File: config.mk
export PLATFORM = sky130hd
export DESIGN_NAME = freq_meter_flat
export DESIGN_NICKNAME = d
export VERILOG_FILES = /design/src/rtl/freq_meter_pkg.sv /design/src/rtl/freq_meter_if.sv /design/src/rtl/freq_meter_sync.sv /design/src/rtl/freq_meter.sv /design/src/flat_wrapper.sv
export SDC_FILE = /design/constraint.sdc
export NUM_CORES = 1
export LEC_CHECK = 0
export CAP_MARGIN = 20
export CORE_MARGIN = 1
export CORE_UTILIZATION = 31
export CTS_CLUSTER_SIZE = 40
export DETAILED_ROUTE_END_ITERATION = 10
export PLACE_DENSITY = 0.52
export SLEW_MARGIN = 20
export SYNTH_ARGS = -nofsm -noshare
export SYNTH_HDL_FRONTEND = slang
export SYNTH_HIERARCHICAL = 1
export SYNTH_SLANG_ARGS = --single-unit
export TNS_END_PERCENT = 30
File: constraint.sdc
create_clock -name clk -period 13.7 [get_ports clk]
set_clock_uncertainty 0.05 [all_clocks]
set_input_delay 2.74 -clock clk [delete_from_list [all_inputs] [get_ports clk]]
set_output_delay 2.74 -clock clk [all_outputs]
set_load 0.02 [all_outputs]
File: src/rtl/freq_meter_pkg.sv
// freq_meter_pkg: shared count width, period FSM states and the saturating counter step.
package freq_meter_pkg;
  localparam int CNT_W_DEF = 32;
  typedef enum logic {IDLE, ARMED} pstate_e;
  function automatic logic [63:0] sat_inc(input logic [63:0] v, input logic [63:0] max_v);
    return (v >= max_v) ? max_v : v + 64'd1;
  endfunction
endpackage

File: src/rtl/freq_meter_if.sv
// freq_meter_if: measured signal toward the meter, measurement results back to the monitor.
interface freq_meter_if #(parameter int CNT_W = freq_meter_pkg::CNT_W_DEF) ();
  logic             sig_in;
  logic [CNT_W-1:0] edge_cnt;
  logic [CNT_W-1:0] freq_hz;
  logic [CNT_W-1:0] period_cnt;
  logic             meas_valid;
  logic             period_valid;
  logic             no_signal;
  logic             overflow;
  modport master (output sig_in, input edge_cnt, freq_hz, period_cnt, meas_valid, period_valid, no_signal, overflow);
  modport slave  (input sig_in, output edge_cnt, freq_hz, period_cnt, meas_valid, period_valid, no_signal, overflow);
endinterface

File: src/rtl/freq_meter_sync.sv
// sync_rise_det: two-flop synchronizer plus history flop, one-cycle pulse per synchronized rising edge.
module sync_rise_det (
  input  logic clk,
  input  logic rst,
  input  logic d_i,
  output logic rise_o
);
  logic [2:0] s_q;
  always_ff @(posedge clk or posedge rst)
    if (rst) s_q <= '0;
    else s_q <= {s_q[1:0], d_i};
  assign rise_o = s_q[1] & ~s_q[2];
endmodule

File: src/rtl/freq_meter.sv
// freq_meter: gated rising-edge counter with scaled frequency, period measurement and signal-loss timeout.
module freq_meter import freq_meter_pkg::*; #(
  parameter int CLK_FREQ       = 100_000_000,
  parameter int GATE_DIV       = 1,
  parameter int CNT_W          = CNT_W_DEF,
  parameter int TIMEOUT_CYCLES = CLK_FREQ
) (
  input logic         clk,
  input logic         rst,
  freq_meter_if.slave bus
);
  localparam int GATE_CYCLES = CLK_FREQ / GATE_DIV;
  localparam int GW = $clog2(GATE_CYCLES + 1);
  localparam logic [CNT_W-1:0] CNT_MAX = '1;
  localparam logic [GW-1:0] G_LAST = GW'(GATE_CYCLES - 1);
  localparam logic [2*CNT_W-1:0] DIV_W = (2*CNT_W)'(GATE_DIV);
  logic rise, close, acc_sat, prod_sat, p_sat, tmo;
  logic [GW-1:0] g_q, g_d;
  logic [CNT_W-1:0] acc_q, acc_d, acc_sum, edge_cnt_q, freq_q, p_q, p_inc, period_cnt_q;
  logic [2*CNT_W-1:0] prod;
  logic meas_valid_q, period_valid_q, no_signal_q, overflow_q;
  pstate_e st_q;
  sync_rise_det u_sync (.clk(clk), .rst(rst), .d_i(bus.sig_in), .rise_o(rise));
  // A rise landing in the close cycle is folded into the closing window via acc_sum.
  always_comb begin
    close    = g_q == G_LAST;
    g_d      = close ? '0 : g_q + GW'(1);
    acc_sum  = rise ? CNT_W'(sat_inc(64'(acc_q), 64'(CNT_MAX))) : acc_q;
    acc_sat  = rise && acc_q == CNT_MAX;
    acc_d    = close ? '0 : acc_sum;
    prod     = (2*CNT_W)'(acc_sum) * DIV_W;
    prod_sat = close && prod[2*CNT_W-1:CNT_W] != '0;
    p_inc    = CNT_W'(sat_inc(64'(p_q), 64'(CNT_MAX)));
    tmo      = 64'(p_q) >= 64'(TIMEOUT_CYCLES);
    p_sat    = !rise && !no_signal_q && !tmo && p_q == CNT_MAX;
  end
  always_ff @(posedge clk or posedge rst)
    if (rst) begin
      g_q          <= '0;
      acc_q        <= '0;
      edge_cnt_q   <= '0;
      freq_q       <= '0;
      meas_valid_q <= 1'b0;
      overflow_q   <= 1'b0;
    end else begin
      g_q          <= g_d;
      acc_q        <= acc_d;
      meas_valid_q <= close;
      overflow_q   <= overflow_q | acc_sat | prod_sat | p_sat;
      if (close) begin
        edge_cnt_q <= acc_sum;
        freq_q     <= prod_sat ? CNT_MAX : prod[CNT_W-1:0];
      end
    end
  // p also runs while IDLE so a signal that never toggles after reset still times out.
  always_ff @(posedge clk or posedge rst)
    if (rst) begin
      st_q           <= IDLE;
      p_q            <= '0;
      period_cnt_q   <= '0;
      period_valid_q <= 1'b0;
      no_signal_q    <= 1'b0;
    end else begin
      period_valid_q <= 1'b0;
      if (rise) begin
        if (st_q == ARMED) begin
          period_cnt_q   <= p_q;
          period_valid_q <= 1'b1;
        end
        st_q        <= ARMED;
        p_q         <= CNT_W'(1);
        no_signal_q <= 1'b0;
      end else if (!no_signal_q) begin
        if (tmo) begin
          no_signal_q <= 1'b1;
          st_q        <= IDLE;
        end else p_q <= p_inc;
      end
    end
  assign bus.edge_cnt     = edge_cnt_q;
  assign bus.freq_hz      = freq_q;
  assign bus.meas_valid   = meas_valid_q;
  assign bus.period_cnt   = period_cnt_q;
  assign bus.period_valid = period_valid_q;
  assign bus.no_signal    = no_signal_q;
  assign bus.overflow     = overflow_q;
endmodule

File: src/flat_wrapper.sv
// flat-port wrapper written by rule: the top's interface ports become plain ports
module freq_meter_flat import freq_meter_pkg::*;
#(
  parameter int CLK_FREQ       = 100_000_000,
  parameter int GATE_DIV       = 1,
  parameter int CNT_W          = CNT_W_DEF,
  parameter int TIMEOUT_CYCLES = CLK_FREQ
)
  (clk, rst, bus_sig_in, bus_edge_cnt, bus_freq_hz, bus_period_cnt, bus_meas_valid, bus_period_valid, bus_no_signal, bus_overflow);
  freq_meter_if #(.CNT_W(CNT_W)) bus_i ();
  input logic clk;
  input logic rst;
  input wire logic [$bits(bus_i.sig_in)-1:0] bus_sig_in;
  output wire logic [$bits(bus_i.edge_cnt)-1:0] bus_edge_cnt;
  output wire logic [$bits(bus_i.freq_hz)-1:0] bus_freq_hz;
  output wire logic [$bits(bus_i.period_cnt)-1:0] bus_period_cnt;
  output wire logic [$bits(bus_i.meas_valid)-1:0] bus_meas_valid;
  output wire logic [$bits(bus_i.period_valid)-1:0] bus_period_valid;
  output wire logic [$bits(bus_i.no_signal)-1:0] bus_no_signal;
  output wire logic [$bits(bus_i.overflow)-1:0] bus_overflow;
  assign bus_i.sig_in = bus_sig_in;
  assign bus_edge_cnt = bus_i.edge_cnt;
  assign bus_freq_hz = bus_i.freq_hz;
  assign bus_period_cnt = bus_i.period_cnt;
  assign bus_meas_valid = bus_i.meas_valid;
  assign bus_period_valid = bus_i.period_valid;
  assign bus_no_signal = bus_i.no_signal;
  assign bus_overflow = bus_i.overflow;
  freq_meter #(.CLK_FREQ(CLK_FREQ), .GATE_DIV(GATE_DIV), .CNT_W(CNT_W), .TIMEOUT_CYCLES(TIMEOUT_CYCLES)) u_core (.clk(clk), .rst(rst), .bus(bus_i));
endmodule
==> key figures <==
Status
  – Status: completed

Placement
  – # port buffers: 102
  – Hpwl dp: 10.6 mm
  – Inst Count DP: 1101
  – GPL Wtd Cong: 0.735
  – Dpl ws: 8.73 ns

Synth
  – Dominant cell type by area after synthesis: dfrtp_1
  – Top-count cell post-synth: dfrtp_1
  – Sequential-to-total area share from yosys stat: 52.8%
  – Yosys top cell area share: 52.8%
  – Unique masters post-synth: 59
  – Largest family of logic cells by synthesized area: simple AND/OR/NAND/NOR gates
  – Adder-Cell Fraction of Synth Area: 0.648%
  – Most frequent cells after synthesis: 163 x dfrtp_1, 73 x nor2_1, 49 x nand2_1
  – Async SR Flop Fraction: 100%
  – Post-synthesis mux area share: 4.45%
  – Syn Std Cell Area: 7730 µm²
  – Syn nets: 745
  – Synth Flop Type: dfrtp_1
  – Post-Synthesis Cells: 738
  – Complex-gate fraction of the synthesized area: 10.7%
  – EDFF count, synth: 0
  – Yosys warning total: 6
  – XOR/XNOR Fraction of Synth Area: 5.10%
  – Avg Synthesized Cell Area: 10.5 µm²
  – Simple-gate share of the synthesized area: 20.0%
  – Top post-synthesis cells by area: dfrtp_1 53%, mux2_2 3.9%, nor2_1 3.5%
  – Synth Register Bits: 163

Global route
  – Global route overflow: 0
  – GR Util All Layers: 13.6%
  – First-pass GRT wire length: 28.2 mm
  – Vias in the first global route: 5372
  – Antenna violations before repair: 0
  – Largest net degree at the start of global routing: 88

Clock tree
  – Clock root buffer: clkbuf_16
  – Clock sinks: 163
  – H-tree depth: 4
  – # Post-CTS Setup Buffers: 0
  – PostCTS Resize Cnt: 0
  – CTS Buffer Depth: 2
  – Cts hold-fix bufs: 0
  – Register clock-pin slew on the reported worst setup and hold paths: 0.06 ns
  – Worst-skew pair later-pin latency: 0.43 ns
  – CTS buffer count: 17
  – CTS tree: done

Pwr
  – P_int: 0.000770 W
  – Static Leak: 3.99 nW
  – Sequential fraction of design power: 49.5%
  – Net Sw Power: 0.000273 W
  – Sw Ratio: 26.2%
  – Clk pwr share: 43.7%
  – Maximum vdd drop: 72.2 µV
  – Total Power: 0.00104 W
  – Gate power share: 6.8%
  – Pwr per Cell Area: 111 nW/µm²

Layout
  – Share of layout cells above drive strength 1: 11.0%
  – Nets: 804
  – Register Area: 4080 µm²
  – ANT cells: 0
  – Fillers: 2464
  – Layout Cells excl Fill: 1134
  – Area growth, synth to finish: 21.2%
  – Multi-input logic area: 3170 µm²

STA
  – Setup repair after global routing missed its margin: false
  – Fin Setup TNS: 0 ns
  – Final hold slack: 0.306 ns
  – Max Slew Vio Count: 0
  – Highest clock rate: 0.229 GHz
  – Slew @ Worst Pin: 1.01 ns
  – Final count of hold timing violations: 0
  – Tmin final: 4.37 ns
  – Final setup vio count: 0
  – Final WS setup: 9.33 ns
  – Slew margin rel.: 32.0%
  – Tcrit/Tclk final: 31.9%

Route
  – Routed wire length: 16.4 mm
  – Via density: 4.87
  – DRC violations left: 0
  – Detailed Route Iter0 Violations: 319
  – Vias: 5528
  – DRT Pass-1 Iters: 4
  – Post-route ant nets: 0
  – Wire per inst: 14.4 µm

Worst setup path
  – Worst r2r dst: u_core/bus.freq_hz[7]
  – Worst Path Required: 14.07 ns
  – Crit start category: primary input
  – FF-to-FF setup slack: 10.41 ns
  – Worst-path fanout max: 87
  – WS Path Type: primary input to async pin
  – FF-to-FF Start: u_core/u_sync/s_q[2]
  – Crit path DAT: 4.74 ns
  – R2R depth: 8
  – Crit. End Element: async pin

Hold path
  – Hold Path Depth: 0
  – Hold Crit Endpoint: u_core/u_sync/s_q[1]
  – Min-Delay Path Class: register to register
  – Hold Path Origin: u_core/u_sync/s_q[0]

Die
  – Chip height: 160 µm
  – Initial cell density of the core: 31.7%
  – Io pins: 103
  – Core ar.: 24400 µm²
  – Die ar.: 25600 µm²
  – Row cnt: 57
  – Die width: 160 µm

Flow run
  – Max Cap Viol: 0
-- layout make-up --
| cell class | instances | share of cell area (%) |
|---|---|---|
| clock buffer | 18 | 4.69 |
| clock inverter | 14 | 1.24 |
| inverter | 16 | 0.695 |
| multi-input combinational | 489 | 33.9 |
| sequential | 163 | 43.6 |
| tap | 324 | 4.33 |
| timing repair buffer | 110 | 11.6 |
-- cells in the final DEF, fill, tap and decap left out, drive strengths merged, types with 25 or more instances in the layout --
master,Yosys,layout
dfrtp,163,163
mux2,27,27
nand4,33,33
o21ai,35,35
nand3,27,27
clkdlybuf4s50,0,102
nor2,73,73
nor3,25,25
nand2,49,49
a21oi,36,36
-- sequential cells by signal, indices dropped and copies added, names as in the netlist --
name	count
u_core/g_q	27
u_core/u_sync/s_q	3
u_core/bus.no_signal	1
u_core/p_q	32
u_core/bus.period_cnt	32
u_core/st_q	1
u_core/bus.overflow	1
u_core/bus.meas_valid	1
u_core/bus.period_valid	1
u_core/bus.freq_hz	32
u_core/acc_q	32
-- logic make-up (layout without fill, tap and decap cells) --
kind of cell	Yosys count	in the layout
xor+xnor	45	45
compound gates	117	117
fa+ha+maj	4	4
flops	163	163
buf+inv	86	158
mux	31	31
simple gates	292	292
-- critical path: stages --
cell,delay (ns)
clkdlybuf4s50_1,0.48
inv_6,0.58
buf_4,0.87
-- worst max path at each step --
stage,from,endpoint,slack [ns]
final,rst,u_core/g_q[19],9.33
after floorplan,rst,u_core/acc_q[0],6.59
after global routing,rst,u_core/bus.freq_hz[29],9.01
after global placement,rst,u_core/bus.freq_hz[21],8.73
after CTS,rst,u_core/acc_q[28],9.19
after detailed placement,rst,u_core/bus.freq_hz[21],8.73
-- layer usage --
metal / vias up / global-route usage, % / part of all wire [%] / routed length, µm
met5: - / 0 / 0 / 0
met1: 2697 / 19.3 / 50 / 8220
met2: 98 / 20.8 / 45 / 7440
met4: 0 / 4.68 / 1.2 / 191
met3: 15 / 2.65 / 3.1 / 515
li1: 2718 / - / - / -
-- power groups by stage --
stage / clock, W / combinational (W) / sequential (W)
final: 0.000455 / 0.0000711 / 0.000516
after global routing: 0.000489 / 0.0000807 / 0.000520
after CTS: 0.000471 / 0.0000736 / 0.000516
after detailed placement: 0 / 0.0000734 / 0.000525
after global placement: 0 / 0.0000722 / 0.000525
after floorplan: 0 / 0.0000430 / 0.000528
-- per-stage QoR --
stage | area (µm²) | utilization (%)
3_3_place_gp | 8780 | 36.0
4_1_cts | 9340 | 38.3
5_1_grt | 9360 | 38.4
2_1_floorplan | 7730 | -
3_5_place_dp | 8780 | 36.0
6_report | 9360 | 38.4
(Power assumes the default switching activity.)
